$ cat src/rtl/idac_arb_ctrl_if.sv
// -----------------------------------------------------------------------------
// idac_arb_ctrl_if
// Request/iDAC bundle between two requesters, the arbiter and the iDAC.
//   en_i           : controller enable
//   req_i[1:0]     : per-requester request (bit 0 software, bit 1 stimulus)
//   current_i      : packed per-requester current codes, requester k at
//                    [k*CurrentWidth +: CurrentWidth]
//   calib_i        : packed per-requester calibration codes, same packing
//   ack_o[1:0]     : one-cycle completion pulse to the granted requester
//   idac_current_o : current code to the iDAC
//   idac_calib_o   : calibration code to the iDAC
//   idac_trigger_o : one-cycle iDAC update strobe
//   busy_o         : controller not idle
//   clamped_o      : launched current code was clamped (with trigger)
// -----------------------------------------------------------------------------
interface idac_arb_ctrl_if #(
    parameter int unsigned CurrentWidth = 8,
    parameter int unsigned CalibWidth   = 5
);
    logic                      en_i;
    logic [1:0]                req_i;
    logic [2*CurrentWidth-1:0] current_i;
    logic [2*CalibWidth-1:0]   calib_i;
    logic [1:0]                ack_o;
    logic [CurrentWidth-1:0]   idac_current_o;
    logic [CalibWidth-1:0]     idac_calib_o;
    logic                      idac_trigger_o;
    logic                      busy_o;
    logic                      clamped_o;

    // Requester/environment side
    modport master (
        output en_i, req_i, current_i, calib_i,
        input  ack_o, idac_current_o, idac_calib_o, idac_trigger_o, busy_o, clamped_o
    );

    // Controller side
    modport slave (
        input  en_i, req_i, current_i, calib_i,
        output ack_o, idac_current_o, idac_calib_o, idac_trigger_o, busy_o, clamped_o
    );
endinterface

$ cat src/rtl/idac_arb_ctrl.sv
// -----------------------------------------------------------------------------
// idac_arb_ctrl
// Round-robin arbiter between two requesters sharing one iDAC. A grant latches
// the winner's (clamped) current and calibration codes, strobes the iDAC, waits
// the data-ready delay and acknowledges the winner. With the controller
// disabled and a non-zero current applied, the iDAC is driven back to zero.
//   clk_i : clock, rising edge
//   rst_i : synchronous active-high reset
//   bus   : idac_arb_ctrl_if.slave (requests, codes, acks, iDAC drive, status)
// -----------------------------------------------------------------------------
module idac_arb_ctrl #(
    parameter int unsigned CurrentWidth   = 8,
    parameter int unsigned CalibWidth     = 5,
    parameter int unsigned Trig2DrDelayCc = 3,
    parameter int unsigned MaxCurrent     = 255
) (
    input  logic           clk_i,
    input  logic           rst_i,
    idac_arb_ctrl_if.slave bus
);
    localparam int unsigned CntWidth = 4;
    // Last WAIT count before ACK (WAIT spans Trig2DrDelayCc-1 cycles)
    localparam logic [CntWidth-1:0] WaitLast =
        CntWidth'((Trig2DrDelayCc > 1) ? (Trig2DrDelayCc - 2) : 0);
    // Last SHUT count before IDLE (SHUT spans Trig2DrDelayCc cycles)
    localparam logic [CntWidth-1:0] ShutLast = CntWidth'(Trig2DrDelayCc - 1);
    localparam logic [CurrentWidth-1:0] MaxCode = CurrentWidth'(MaxCurrent);

    typedef enum logic [2:0] {IDLE, TRIG, WAIT, ACK, SHUT} state_e;

    state_e                  state_q;
    logic [CntWidth-1:0]     cnt_q;
    logic                    last_q;     // last granted requester, also ack target
    logic [1:0]              ack_q;
    logic [CurrentWidth-1:0] cur_q;
    logic [CalibWidth-1:0]   cal_q;
    logic                    trig_q;
    logic                    busy_q;
    logic                    clamp_q;

    logic                    win_c;
    logic [CurrentWidth-1:0] cur_raw_c;
    logic [CalibWidth-1:0]   cal_raw_c;

    // Round-robin pick: lone requester wins, a tie goes to the one not granted last
    always_comb begin
        win_c = 1'b0;
        if (bus.req_i == 2'b10) begin
            win_c = 1'b1;
        end else if (bus.req_i == 2'b11) begin
            win_c = ~last_q;
        end
        cur_raw_c = win_c ? bus.current_i[CurrentWidth +: CurrentWidth]
                          : bus.current_i[0 +: CurrentWidth];
        cal_raw_c = win_c ? bus.calib_i[CalibWidth +: CalibWidth]
                          : bus.calib_i[0 +: CalibWidth];
    end

    // Controller FSM; pulse outputs default low every cycle
    always_ff @(posedge clk_i) begin
        if (rst_i) begin
            state_q <= IDLE;
            cnt_q   <= '0;
            last_q  <= 1'b1;
            ack_q   <= '0;
            cur_q   <= '0;
            cal_q   <= '0;
            trig_q  <= 1'b0;
            busy_q  <= 1'b0;
            clamp_q <= 1'b0;
        end else begin
            ack_q   <= '0;
            trig_q  <= 1'b0;
            clamp_q <= 1'b0;
            case (state_q)
                IDLE: begin
                    if (bus.en_i && (bus.req_i != 2'b00)) begin
                        last_q  <= win_c;
                        cur_q   <= (cur_raw_c > MaxCode) ? MaxCode : cur_raw_c;
                        cal_q   <= cal_raw_c;
                        clamp_q <= (cur_raw_c > MaxCode);
                        trig_q  <= 1'b1;
                        busy_q  <= 1'b1;
                        cnt_q   <= '0;
                        state_q <= TRIG;
                    end else if (!bus.en_i && (cur_q != '0)) begin
                        cur_q   <= '0;
                        trig_q  <= 1'b1;
                        busy_q  <= 1'b1;
                        cnt_q   <= '0;
                        state_q <= SHUT;
                    end
                end
                TRIG: begin
                    cnt_q <= '0;
                    // A one-cycle delay skips WAIT entirely
                    if (Trig2DrDelayCc <= 1) begin
                        ack_q[last_q] <= 1'b1;
                        state_q       <= ACK;
                    end else begin
                        state_q <= WAIT;
                    end
                end
                WAIT: begin
                    if (cnt_q == WaitLast) begin
                        ack_q[last_q] <= 1'b1;
                        state_q       <= ACK;
                    end else begin
                        cnt_q <= cnt_q + CntWidth'(1);
                    end
                end
                ACK: begin
                    busy_q  <= 1'b0;
                    cnt_q   <= '0;
                    state_q <= IDLE;
                end
                SHUT: begin
                    if (cnt_q == ShutLast) begin
                        busy_q  <= 1'b0;
                        cnt_q   <= '0;
                        state_q <= IDLE;
                    end else begin
                        cnt_q <= cnt_q + CntWidth'(1);
                    end
                end
                default: begin
                    busy_q  <= 1'b0;
                    cnt_q   <= '0;
                    state_q <= IDLE;
                end
            endcase
        end
    end

    assign bus.ack_o          = ack_q;
    assign bus.idac_current_o = cur_q;
    assign bus.idac_calib_o   = cal_q;
    assign bus.idac_trigger_o = trig_q;
    assign bus.busy_o         = busy_q;
    assign bus.clamped_o      = clamp_q;

endmodule
$ cat src/flat_wrapper.sv
// flat-port wrapper written by rule: the top's interface ports become plain ports
module idac_arb_ctrl_flat 
#(
    parameter int unsigned CurrentWidth   = 8,
    parameter int unsigned CalibWidth     = 5,
    parameter int unsigned Trig2DrDelayCc = 3,
    parameter int unsigned MaxCurrent     = 255
)
  (clk_i, rst_i, bus_en_i, bus_req_i, bus_current_i, bus_calib_i, bus_ack_o, bus_idac_current_o, bus_idac_calib_o, bus_idac_trigger_o, bus_busy_o, bus_clamped_o);
  idac_arb_ctrl_if #(.CurrentWidth(CurrentWidth), .CalibWidth(CalibWidth)) bus_i ();
  input  logic clk_i;
  input  logic rst_i;
  input wire logic [$bits(bus_i.en_i)-1:0] bus_en_i;
  input wire logic [$bits(bus_i.req_i)-1:0] bus_req_i;
  input wire logic [$bits(bus_i.current_i)-1:0] bus_current_i;
  input wire logic [$bits(bus_i.calib_i)-1:0] bus_calib_i;
  output wire logic [$bits(bus_i.ack_o)-1:0] bus_ack_o;
  output wire logic [$bits(bus_i.idac_current_o)-1:0] bus_idac_current_o;
  output wire logic [$bits(bus_i.idac_calib_o)-1:0] bus_idac_calib_o;
  output wire logic [$bits(bus_i.idac_trigger_o)-1:0] bus_idac_trigger_o;
  output wire logic [$bits(bus_i.busy_o)-1:0] bus_busy_o;
  output wire logic [$bits(bus_i.clamped_o)-1:0] bus_clamped_o;
  assign bus_i.en_i = bus_en_i;
  assign bus_i.req_i = bus_req_i;
  assign bus_i.current_i = bus_current_i;
  assign bus_i.calib_i = bus_calib_i;
  assign bus_ack_o = bus_i.ack_o;
  assign bus_idac_current_o = bus_i.idac_current_o;
  assign bus_idac_calib_o = bus_i.idac_calib_o;
  assign bus_idac_trigger_o = bus_i.idac_trigger_o;
  assign bus_busy_o = bus_i.busy_o;
  assign bus_clamped_o = bus_i.clamped_o;
  idac_arb_ctrl #(.CurrentWidth(CurrentWidth), .CalibWidth(CalibWidth), .Trig2DrDelayCc(Trig2DrDelayCc), .MaxCurrent(MaxCurrent)) u_core (.clk_i(clk_i), .rst_i(rst_i), .bus(bus_i));
endmodule
$ cat config.mk
export PLATFORM = sky130hd
export DESIGN_NAME = idac_arb_ctrl_flat
export DESIGN_NICKNAME = d
export VERILOG_FILES = /design/src/rtl/idac_arb_ctrl_if.sv /design/src/rtl/idac_arb_ctrl.sv /design/src/flat_wrapper.sv
export SDC_FILE = /design/constraint.sdc
export NUM_CORES = 1
export LEC_CHECK = 0
export CELL_PAD_IN_SITES_DETAIL_PLACEMENT = 1
export CELL_PAD_IN_SITES_GLOBAL_PLACEMENT = 1
export CORE_ASPECT_RATIO = 0.7
export CORE_MARGIN = 10
export CORE_UTILIZATION = 33
export DETAILED_ROUTE_END_ITERATION = 8
export PLACE_DENSITY = 0.86
export SLEW_MARGIN = 5
export SYNTH_ARGS = -nofsm -noshare
export SYNTH_HDL_FRONTEND = slang
export SYNTH_SLANG_ARGS = --single-unit
$ cat constraint.sdc
create_clock -name clk_i -period 3 [get_ports clk_i]
set_input_delay 0.9 -clock clk_i [delete_from_list [all_inputs] [get_ports clk_i]]
set_output_delay 0.9 -clock clk_i [all_outputs]
set_load 0.02 [all_outputs]
== Word-level counts from Yosys, hierarchy flattened ==
Index checks and enable logic that the tools add are counted.
Storage, ports and cells
  output and inout bits: 18
  input bits: 31
  register bits after elaboration: 26
Cells by class
  eq/ne operators: 11
  add/subtract/negate cells: 1
  mux-type cells: 25
  reduce and logical (&&, ||, !) cells: 17
  $lt $le $gt $ge: 3
  bitwise operators: 6
Operator list (count)
  8-bit 2-to-1 mux: 4
  4-bit 2-to-1 mux: 4
  3-bit 2-to-1 mux: 4
  3-bit one-hot mux with 4 select lines: 1
  4-bit one-hot mux with 3 select lines: 1
  8-bit greater-than comparator (second input constant): 1
  1-bit 2-to-1 mux: 8
  8-bit nonzero test: 1
  1-bit NOT: 6
  2-bit AND reduction: 3
  3-bit AND reduction: 2
  3-bit OR reduction: 2
  5-bit 2-to-1 mux: 1
  4-bit by 1-bit adder with 4-bit output (second input constant): 1
  2-bit equality test (second input constant): 2
  4-bit by 1-bit equality test with 1-bit output (second input constant): 1
  4-bit by 2-bit equality test with 1-bit output (second input constant): 1
  2-bit by 1-bit inequality test with 1-bit output (second input constant): 2
  2-bit nonzero test: 2
  2-bit OR reduction: 2
  3-bit by 1-bit equality test with 1-bit output (second input constant): 1
  3-bit by 2-bit equality test with 1-bit output (second input constant): 1
  3-bit equality test (second input constant): 1
  1-bit logical AND: 3
  other kinds (8): 8

== Depth between registers and ports, before layout ==
Gate-level depths: netlist (run 1).
  depth in word-level cells: 7
  gate-level depth with buffers: 7

== Worst setup path after synthesis (run 1) ==
No wires, ideal clock.
  kind: input-to-reg
  start: input bus_req_i[1]
  end: register u_core.cur_q[3] (netlist: u_core.bus.idac_current_o[3])
  buffers on the path: 1
  setup time: 0.132 ns
  arrival time: 1.965 ns
  cell stages on the path: 5
  slack: 0.903 ns
  cells stage by stage: a21boi_1 > buf_2 > mux2_2 > nand2_1 > a21oi_1
Between the ends
  longest elaborated chain between the ends: 7
  elaborated cells between the ends (all ways): 12
  those cells by class: order compare (1); eq/ne (2); mux (5); reduce/logical (4)
RTL lines
  start: declaration: RTL line flat_wrapper.sv:14  | input wire logic [$bits(bus_i.req_i)-1:0] bus_req_i;
  2-bit equality test: RTL line idac_arb_ctrl.sv:50  | end else if (bus.req_i == 2'b11) begin
  1-bit 2-to-1 mux: RTL line idac_arb_ctrl.sv:50
  1-bit 2-to-1 mux: RTL line idac_arb_ctrl.sv:48  | if (bus.req_i == 2'b10) begin
  8-bit 2-to-1 mux: RTL line idac_arb_ctrl.sv:53  | cur_raw_c = win_c ? bus.current_i[CurrentWidth +: CurrentWidth]
  8-bit greater-than comparator: RTL line idac_arb_ctrl.sv:79  | cur_q <= (cur_raw_c > MaxCode) ? MaxCode : cur_raw_c;
  8-bit 2-to-1 mux: RTL line idac_arb_ctrl.sv:79
  8-bit 2-to-1 mux: RTL line idac_arb_ctrl.sv:77  | if (bus.en_i && (bus.req_i != 2'b00)) begin
  end signal: assignment: RTL line idac_arb_ctrl.sv:79
  end: declaration: RTL line idac_arb_ctrl.sv:35  | logic [CurrentWidth-1:0] cur_q;
Several ways; a longest one is shown, not always the timed one.
A chain may end at the register's enable or synchronous reset.

== Final worst setup path (run 1) ==
  start: input bus_en_i
  end: register u_core.cal_q[1] (netlist: u_core.bus.idac_calib_o[1])
Between the ends
  longest elaborated chain between the ends: 2
RTL lines
  start: declaration: RTL line flat_wrapper.sv:13  | input wire logic [$bits(bus_i.en_i)-1:0] bus_en_i;
  1-bit logical AND: RTL line idac_arb_ctrl.sv:77
  2-bit AND reduction (no source line)
  end signal: assignment: RTL line idac_arb_ctrl.sv:80  | cal_q <= cal_raw_c;
  end: declaration: RTL line idac_arb_ctrl.sv:36  | logic [CalibWidth-1:0] cal_q;
No other way between the ends.

==> results of run 1 <==
==> layout make-up <==
class | instances | area, um2 | share of cell area [%]
multi-input combinational | 103 | 684 | 38.2
sequential | 25 | 500 | 27.9
timing repair buffer | 49 | 485 | 27.1
tap | 50 | 62.6 | 3.49
clock buffer | 4 | 45.0 | 2.51
inverter | 4 | 15.0 | 0.837
==> power groups by stage <==
| stage | combinational (mW) | clock [mW] | sequential, mW |
|---|---|---|---|
| 5_1_grt | 0.560 | 0.220 | 0.466 |
| 3_3_place_gp | 0.485 | 0 | 0.456 |
| 4_1_cts | 0.519 | 0.204 | 0.455 |
| 2_1_floorplan | 0.294 | 0 | 0.488 |
| 3_5_place_dp | 0.515 | 0 | 0.463 |
| 6_report | 0.516 | 0.200 | 0.456 |
==> per-stage QoR <==
| step | total power [mW] | setup WS (ns) | util [%] |
|---|---|---|---|
| 2_1_floorplan | 0.782 | 0.903 | - |
| 3_3_place_gp | 0.941 | 0.515 | 48.8 |
| 3_5_place_dp | 0.978 | 0.297 | 48.8 |
| 4_1_cts | 1.18 | 0.585 | 50.1 |
| 5_1_grt | 1.25 | 0.450 | 50.1 |
| 6_report | 1.17 | 0.609 | 50.1 |
==> how the worst max path moves through the flow <==
stage | start | end | slack, ns | cells after the start
2_1_floorplan | bus_req_i[1] | u_core.bus.idac_current_o[3] | 0.90 | 5
3_3_place_gp | bus_en_i | u_core.bus.idac_calib_o[2] | 0.51 | 5
3_5_place_dp | bus_en_i | u_core.bus.idac_calib_o[1] | 0.30 | 5
4_1_cts | bus_en_i | u_core.bus.idac_calib_o[1] | 0.59 | 5
5_1_grt | bus_en_i | u_core.bus.idac_calib_o[1] | 0.45 | 5
6_report | bus_en_i | u_core.bus.idac_calib_o[1] | 0.61 | 5
==> worst register-to-register path: stages, from the launching register on <==
cell	delay, ns
dfxtp_1	0.33
or4_1	0.59
o21ai_1	0.64
nand3_1	0.22
a21oi_1	0.16
==> layer usage <==
layer	up-vias	track usage, %	part of all wire [%]
li1	594	-	-
met1	596	14.3	42
met2	29	21.3	51
met3	7	3.64	5.1
met4	0	4.71	1.8
met5	-	0	0
==> cell families after synthesis <==
kind of cell / Yosys count / synth area share [%]
AOI/OAI and AO/OA: 33 / 15.9
xor gates and xnor gates: 1 / 0.699
adders and majority gates: 3 / 2.99
buffers and inverters: 14 / 5.49
DFF: 25 / 39.9
muxes: 13 / 11.2
other: 1 / 0.299
and+or+nand+nor: 52 / 23.6
==> flip-flops by register name, indices dropped and copies added, names as in the netlist <==
| name | cells |
|---|---|
| u_core.bus.ack_o | 2 |
| u_core.bus.busy_o | 1 |
| u_core.bus.idac_calib_o | 5 |
| u_core.bus.idac_current_o | 8 |
| u_core.bus.idac_trigger_o | 1 |
| u_core.cnt_q | 4 |
| u_core.last_q | 1 |
| u_core.state_q | 3 |
==> layout by cell type, fill, tap and decap left out, types with 2 or more instances in the layout <==
master	n
buf_4	2
nor3b_1	2
inv_1	4
mux2i_1	5
nand3_1	10
or3b_2	2
o21ai_0	5
a211oi_1	5
nand2_1	12
mux2_1	3
ha_1	3
a21oi_1	14
o41ai_1	2
mux2_2	5
dfxtp_1	25
nor3_1	3
nor2_1	10
or4_1	3
or3b_1	2
clkbuf_8	3
nor4_1	2
clkdlybuf4s50_1	47
==> reports/qor.csv, run 1 <==
stage,metric,value,unit
worst_setup_path,WS Path Type,in -> reg,
synthesis,Syn Inst Count,142,
global_route,first-pass GRT wire length,6650,um
worst_setup_path,reg2reg start,u_core.bus.idac_current_o[4],
die,IO Pins,49,
timing,FMAX,418,MHz
synthesis,ys flop type,dfxtp_1,
synthesis,Synth top cells by count,"dfxtp_1 (25), a21oi_1 (14), nand2_1 (12)",
synthesis,Syn. warnings,0,
routing,DR pass1 iterations,4,
timing,Tcrit/Tclk final,79.7,%
timing,"Hold Violations, Final",0,
routing,residual DRC count,0,
die,die area,6700,um2
placement,port bufs,47,
power,Internal Pwr Total,720,uW
final_layout,Layout Cells excl Fill,235,
worst_setup_path,slowest CP cell,clkdlybuf4s50_1,
synthesis,post-synthesis async set-or-reset flop share,0,%
timing,endpoints failing setup,0,
min_path,Hold Crit Depth,2,
die,Die X,93.7,um
synthesis,number of distinct library cells after synthesis,39,
worst_setup_path,crit path launch type,input port,
worst_setup_path,worst r2r path cells,4,
routing,Vias,1226,
synthesis,"count leader, synth",dfxtp_1,
clocking,"Reg clk slew, reported paths",0.08,ns
min_path,Hold Crit Class,reg -> reg,
timing,worst hold slack,0.494,ns
power,Sw Ratio,38.6,%
run,Max Cap Viol,0,
outcome,status,finished clean,
synthesis,Synth Cell Area,1250,um2
clocking,TritonCTS clock tree,yes,
synthesis,number of synthesized register bits,25,
timing,Slew @ Worst Pin,0.764,ns
global_route,largest net degree at the start of global routing,20,
worst_setup_path,CP max stage delay,0.56,ns
timing,setup TNS,0,ns
worst_setup_path,critical path required time,3.18,ns
synthesis,"Seq/Total Area, Yosys",39.9,%
global_route,global route overflow,0,
placement,Final HPWL DP,3420,um
routing,post-DR vias/cell,5.22,
clocking,Sink Count,25,
power,Max VDD drop,0.279,mV
routing,Routed Antenna Nets,0,
global_route,initial antenna violation count,0,
timing,crit path time final,2.39,ns
timing,Rel. slew slack,48.7,%
power,net switching power,452,uW
final_layout,post-layout net count,220,
power,Lkg Pwr,0.635,nW
worst_setup_path,Worst path top cell family by delay,simple AND/OR/NAND/NOR gates,
global_route,GRT Total Usage,12.4,%
routing,Routed WL per cell,18.0,um
clocking,cts repair resizes,0,
clocking,CTS Buf Count,3,
placement,placer congestion estimate,0.830,
worst_setup_path,CP cell instances,clkdlybuf4s50_1 > o21a_1 > and2_1 > nor2_1 > a211oi_1,
routing,drt initial violations,106,
power,Flop pwr share,38.9,%
clocking,Clock H-tree levels,1,
timing,max-slew violation count,0,
synthesis,Mapped Nets,176,
final_layout,Antenna Cells,0,
synthesis,share of the synthesized area in the top cell type,39.9,%
final_layout,filler instances,427,
power,Comb pwr share,44.0,%
min_path,sink of the worst hold path,u_core.bus.idac_current_o[0],
power,Clock power frac,17.0,%
synthesis,Post-synth EDFFs,0,
worst_setup_path,CP Max Fanout,19,
clocking,hold_buf cts,0,
clocking,Clock Path Buffers,2,
final_layout,fin area,1790,um2
min_path,min-delay src,u_core.bus.idac_current_o[0],
placement,Area after DPL,1750,um2
worst_setup_path,crit end category,flip-flop,
worst_setup_path,"reg-to-reg slack, setup",0.99,ns
final_layout,layout cell share with drive strength beyond 1,8.11,%
final_layout,synthesis-to-layout area growth,43.0,%
timing,unrepaired setup endpoints after global routing,no,
placement,DP Cell Count,231,
worst_setup_path,Critical Path AT,2.57,ns
die,initial core utilization,35.0,%
synthesis,"area leader, netlist",dfxtp_1,
clocking,postcts setup bufs,0,
die,Die Ht,71.6,um
power,Cell Pwr Density,654,nW/um2
timing,Final Skew,0.00357,ns
synthesis,ranking of synthesized cells by area,"dfxtp_1 (40%), a21oi_1 (5.6%), mux2_2 (4.5%), mux2i_1 (4.0%), nand3_1 (4.0%)",
clocking,root buffer cell,clkbuf_8,
worst_setup_path,R2R Path End,u_core.bus.idac_current_o[2],
die,Core ar.,3580,um2
clocking,later-pin clock latency in the skew report,0.27,ns
global_route,vias in the first global route,1300,
synthesis,syn avg cell area,8.83,um2
worst_setup_path,WP buf/inv,1,
routing,drt total wl,4240,um
die,row count,18,
Power figures use the tool's default switching activity.
==> inputs of run 2 (changes only) <==
Settings changed: CORE_UTILIZATION 33 to 31, PLACE_DENSITY 0.86 to 0.82.
Clock period 3 ns to 2.4 ns, I/O delays scaled along.
==> run 2 against run 1 <==
Net effect: worst hold slack worse by 0.0013 ns; clock skew is 0.0038 ns higher; sequential share of layout area is 0.50 points lower; largest power group unchanged; critical path type is now reg -> reg; highest routed layer unchanged; first-iteration DRC count is 58% lower.
==> reports/qor.csv, run 2 (same netlist as run 1, synthesis figures left out) <==
stage,metric,value,unit,change
power,Cell Pwr Density,810,nW/um2,+24%
routing,residual DRC count,0,,unchanged
routing,drt total wl,4200,um,-0.97%
worst_setup_path,crit path launch type,flip-flop,,
clocking,root buffer cell,clkbuf_8,,
clocking,later-pin clock latency in the skew report,0.27,ns,about the same
timing,FMAX,489,MHz,
worst_setup_path,WS Path Type,reg -> reg,,
placement,port bufs,47,,unchanged
clocking,"Reg clk slew, reported paths",0.09,ns,about the same
worst_setup_path,"reg-to-reg slack, setup",0.35,ns,-0.64 ns
timing,setup TNS,0,ns,unchanged
die,Core ar.,3900,um2,+8.9%
placement,placer congestion estimate,0.790,,-4.8%
routing,Routed WL per cell,17.4,um,-3.4%
final_layout,post-layout net count,224,,+1.8%
final_layout,Antenna Cells,0,,unchanged
routing,drt initial violations,44,,-58%
timing,max-slew violation count,0,,unchanged
timing,Rel. slew slack,48.2,%,-0.53 points
clocking,postcts setup bufs,0,,unchanged
min_path,Hold Crit Class,reg -> reg,,
placement,DP Cell Count,237,,+2.6%
clocking,cts repair resizes,0,,unchanged
clocking,CTS Buf Count,3,,unchanged
power,Lkg Pwr,0.655,nW,+3.1%
final_layout,"leading cell type in the layout, fill and taps excluded",clkdlybuf4s50_1,,
power,Max VDD drop,0.261,mV,-6.5%
outcome,status,finished clean,,
final_layout,synthesis-to-layout area growth,45.6,%,
worst_setup_path,crit end category,flip-flop,,
clocking,Clock Path Buffers,2,,unchanged
run,Max Cap Viol,0,,unchanged
global_route,vias in the first global route,1308,,+0.62%
timing,setup ws final,0.353,ns,-0.256 ns
final_layout,Layout Cells excl Fill,241,,+2.6%
worst_setup_path,CP Max Fanout,11,,-8
placement,Final HPWL DP,3370,um,-1.3%
die,initial core utilization,32.2,%,-2.9 points
die,row count,19,,+1
timing,endpoints failing setup,0,,unchanged
timing,crit path time final,2.05,ns,
routing,DR pass1 iterations,4,,unchanged
clocking,TritonCTS clock tree,yes,,
worst_setup_path,Critical Path AT,2.24,ns,-0.33 ns
die,Die Ht,73.2,um,+2.3%
die,Die X,96.0,um,+2.5%
global_route,largest net degree at the start of global routing,19,,-5.0%
die,IO Pins,49,,unchanged
placement,Placement Setup Slack,0.100,ns,-0.196 ns
global_route,global route overflow,0,,unchanged
timing,"Hold Violations, Final",0,,unchanged
timing,Tcrit/Tclk final,85.3,%,
final_layout,layout cell share with drive strength beyond 1,10.1,%,+1.9 points
worst_setup_path,critical path required time,2.59,ns,-0.59 ns
timing,Final Skew,0.00733,ns,+0.00376 ns
timing,Slew @ Worst Pin,0.772,ns,+0.00792 ns
clocking,Sink Count,25,,unchanged
routing,Routed Antenna Nets,0,,unchanged
clocking,hold_buf cts,0,,unchanged
final_layout,end-of-flow core utilization,46.8,%,-3.2 points
final_layout,max FFs per register,8,,unchanged
global_route,first-pass GRT wire length,6600,um,-0.72%
global_route,GRT Total Usage,11.8,%,-0.63 points
timing,unrepaired setup endpoints after global routing,no,,
die,die area,7030,um2,+4.8%
clocking,Clock H-tree levels,1,,unchanged
final_layout,most frequent cells in the layout,"clkdlybuf4s50_1 (47), dfxtp_1 (25), a21oi_1 (14), nand2_1 (12)",,
routing,post-DR vias/cell,5.06,,-3.0%
global_route,initial antenna violation count,0,,unchanged
routing,Vias,1220,,-0.49%
run 2: changes by cell type in the layout (fill, tap and decap cells not counted):
cell | previous run | this run
buf_4 | 2 | 6
run 2: worst paths after layout:
path                                                      to                         start  depth (start not counted)
worst max-delay path            u_core.bus.idac_current_o[3]  u_core.bus.idac_current_o[4]                          4
worst min-delay path            u_core.bus.idac_current_o[2]  u_core.bus.idac_current_o[2]                          2
worst max register to register  u_core.bus.idac_current_o[3]  u_core.bus.idac_current_o[4]                          4
worst min register to register  u_core.bus.idac_current_o[2]  u_core.bus.idac_current_o[2]                          2
run 2: routing by layer:
metal,vias up,part of all wire (%),GRT usage [%]
met5,-,0,0
li1,605,-,-
met4,0,1.8,4.08
met3,6,5.0,3.29
met2,23,52,20.6
met1,586,42,13.4
run 2: critical path: stages (launching register included):
cell and delay [ns]:
dfxtp_1 0.34, or4_1 0.59, o21ai_1 0.64, nand3_1 0.19
a21oi_1 0.20
run 2: layout make-up:
type,count,area [um2]
multi-input cells,103,684
clock buffers,4,45.0
fillers,463,2070
flip-flops and latches,25,500
repair buffers,53,515
inverters,4,15.0
well taps,52,65.1
run 2: where the power goes:
| group | switching [mW] | internal [mW] | leakage, nW |
|---|---|---|---|
| clock | 0.134 | 0.119 | 0.0228 |
| sequential | 0.0788 | 0.493 | 0.205 |
| combinational | 0.353 | 0.301 | 0.428 |
| total | 0.566 | 0.913 | 0.655 |
run 2: through the flow:
| stage | hold WS (ns) | power (mW) | area [um2] |
|---|---|---|---|
| 3_3_place_gp | 0.464 | 1.19 | 1780 |
| 5_1_grt | 0.516 | 1.57 | 1830 |
| 2_1_floorplan | 0.435 | 0.978 | 1250 |
| 4_1_cts | 0.490 | 1.50 | 1830 |
| 3_5_place_dp | 0.475 | 1.23 | 1780 |
| 6_report | 0.492 | 1.48 | 1830 |
==> inputs of run 3 (changes only) <==
Clock period 2.4 ns to 2.2 ns, I/O delays scaled along.
==> run 3 against run 2 <==
Net effect: cell area grew 0.69%; first-iteration DRC count up 34%; critical path type unchanged; highest routed layer unchanged; clock-buffer cell count is the same; combinational power rose by 9.6%; cell count is the same; global-route usage decreased by 0.54 points; die area unchanged; routed wire length is 3.9% lower; largest power group unchanged; critical path depth did not move; sequential share of layout area decreased by 0.19 points; register-to-register slack got worse by 0.17 ns; fmax is 1.2% higher.
==> reports/qor.csv, run 3 (same netlist as run 1, synthesis figures left out) <==
stage,metric,value,unit,change
worst_setup_path,Critical Path AT,2.22,ns,-0.02 ns
final_layout,filler instances,461,,-0.43%
routing,drt total wl,4030,um,-3.9%
min_path,min-delay src,u_core.bus.idac_current_o[4],,
clocking,hold_buf cts,0,,unchanged
final_layout,end-of-flow core utilization,47.1,%,+0.32 points
power,Lkg Pwr,0.659,nW,+0.55%
outcome,status,finished clean,,
timing,Final Skew,0.00659,ns,-0.000738 ns
die,IO Pins,49,,unchanged
routing,residual DRC count,0,,unchanged
clocking,CTS Buf Count,3,,unchanged
routing,DR pass1 iterations,4,,unchanged
placement,Area after DPL,1790,um2,+0.70%
worst_setup_path,worst r2r path cells,4,,unchanged
final_layout,most frequent cells in the layout,"clkdlybuf4s50_1 (47), dfxtp_1 (25), a21oi_1 (14), nand2_1 (12)",,
global_route,largest net degree at the start of global routing,20,,+1
power,total power,1.62,mW,+9.3%
worst_setup_path,CP Max Fanout,11,,unchanged
worst_setup_path,reg2reg start,u_core.bus.idac_current_o[4],,
timing,Tcrit/Tclk final,91.9,%,+6.6 points
clocking,root buffer cell,clkbuf_8,,
global_route,first-pass GRT wire length,6310,um,-4.5%
timing,"Hold Violations, Final",0,,unchanged
worst_setup_path,crit path launch type,flip-flop,,
clocking,Clock Path Buffers,2,,unchanged
die,Die Ht,73.2,um,unchanged
clocking,TritonCTS clock tree,yes,,
worst_setup_path,slowest CP cell,o21ai_1,,
timing,FMAX,495,MHz,+1.2%
worst_setup_path,crit end category,flip-flop,,
timing,endpoints failing setup,0,,unchanged
power,Max VDD drop,0.456,mV,+75%
placement,Placement Setup Slack,-0.0500,ns,-0.150 ns
global_route,global route overflow,0,,unchanged
final_layout,synthesis-to-layout area growth,46.6,%,
min_path,Hold Crit Depth,2,,unchanged
min_path,sink of the worst hold path,u_core.bus.idac_current_o[4],,
routing,Vias,1260,,+3.3%
final_layout,"leading cell type in the layout, fill and taps excluded",clkdlybuf4s50_1,,
worst_setup_path,critical path required time,2.40,ns,-0.19 ns
final_layout,post-layout net count,224,,unchanged
timing,crit path time final,2.02,ns,-0.0251 ns
timing,max-slew violation count,0,,unchanged
final_layout,fin area,1840,um2,+0.69%
min_path,Hold Crit Class,reg -> reg,,
die,Die X,96.0,um,unchanged
timing,unrepaired setup endpoints after global routing,no,,
die,die area,7030,um2,unchanged
timing,Slew @ Worst Pin,0.824,ns,+0.0524 ns
clocking,"Reg clk slew, reported paths",0.09,ns,about the same
worst_setup_path,"reg-to-reg slack, setup",0.18,ns,-0.17 ns
global_route,GRT Total Usage,11.2,%,-0.54 points
worst_setup_path,WS Path Type,reg -> reg,,
timing,setup ws final,0.178,ns,-0.175 ns
clocking,Clock H-tree levels,1,,unchanged
placement,Final HPWL DP,3250,um,-3.6%
final_layout,Layout Cells excl Fill,241,,unchanged
worst_setup_path,CP cell instances,or4_1 > o21ai_1 > nand3_1 > a21oi_1,,
timing,Rel. slew slack,44.7,%,-3.5 points
clocking,postcts setup bufs,0,,unchanged
final_layout,Antenna Cells,0,,unchanged
final_layout,max FFs per register,8,,unchanged
clocking,cts repair resizes,0,,unchanged
timing,worst hold slack,0.486,ns,-0.00656 ns
global_route,initial antenna violation count,0,,unchanged
routing,post-DR vias/cell,5.23,,+3.3%
routing,Routed Antenna Nets,0,,unchanged
placement,DP Cell Count,237,,unchanged
die,initial core utilization,32.2,%,unchanged
global_route,vias in the first global route,1275,,-2.5%
worst_setup_path,Worst path top cell family by delay,compound AO/OA/AOI/OAI gates,,
clocking,later-pin clock latency in the skew report,0.27,ns,about the same
placement,placer congestion estimate,0.807,,+2.2%
placement,port bufs,47,,unchanged
timing,setup TNS,0,ns,unchanged
worst_setup_path,R2R Path End,u_core.bus.idac_current_o[1],,
routing,drt initial violations,59,,+34%
die,Core ar.,3900,um2,unchanged
clocking,Sink Count,25,,unchanged
die,row count,19,,unchanged
routing,Routed WL per cell,16.7,um,-3.9%
worst_setup_path,CP max stage delay,0.68,ns,+0.04 ns
worst_setup_path,WP buf/inv,0,,unchanged
run,Max Cap Viol,0,,unchanged
final_layout,layout cell share with drive strength beyond 1,10.1,%,unchanged
power,Cell Pwr Density,879,nW/um2,+8.5%
## run 3: how the worst max path moves through the flow
stage	start	endpoint	slack [ns]	cells after the start
after floorplan	bus_req_i[1]	u_core.bus.idac_current_o[3]	0.34	5
after global placement	bus_req_i[1]	u_core.bus.idac_current_o[3]	0.04	6
after detailed placement	bus_req_i[0]	u_core.cnt_q[3]	-0.05	5
after CTS	u_core.bus.idac_current_o[4]	u_core.bus.idac_current_o[3]	0.21	4
after global routing	u_core.bus.idac_current_o[4]	u_core.bus.idac_current_o[3]	0.005	4
final	u_core.bus.idac_current_o[4]	u_core.bus.idac_current_o[1]	0.18	4
## run 3: per-layer routing
| metal | global-route usage, % | vias up | routed length (um) |
|---|---|---|---|
| met1 | 12.8 | 608 | 1680 |
| met4 | 4.40 | 0 | 88 |
| li1 | - | 606 | - |
| met3 | 3.80 | 10 | 264 |
| met2 | 18.8 | 36 | 2000 |
| met5 | 0 | - | 0 |
## run 3: layout make-up
type	count	area, um2	area share (%)
clock buffer	4	45.0	2.45
inverter	4	15.0	0.817
multi-input combinational	103	684	37.2
sequential	25	500	27.2
tap	52	65.1	3.54
timing repair buffer	53	528	28.7
## run 3: worst min-delay path, delay by kind of cell (launching register included)
family           cells  cell delay [ns]
AO/OA/AOI/OAI        1             0.05
flip-flops           1             0.33
AND/OR/NAND/NOR      1             0.06
## run 3: power by group
part / internal [mW] / switching, mW
clock: 0.130 / 0.147
sequential: 0.537 / 0.0841
combinational: 0.339 / 0.379
total: 1.01 / 0.610
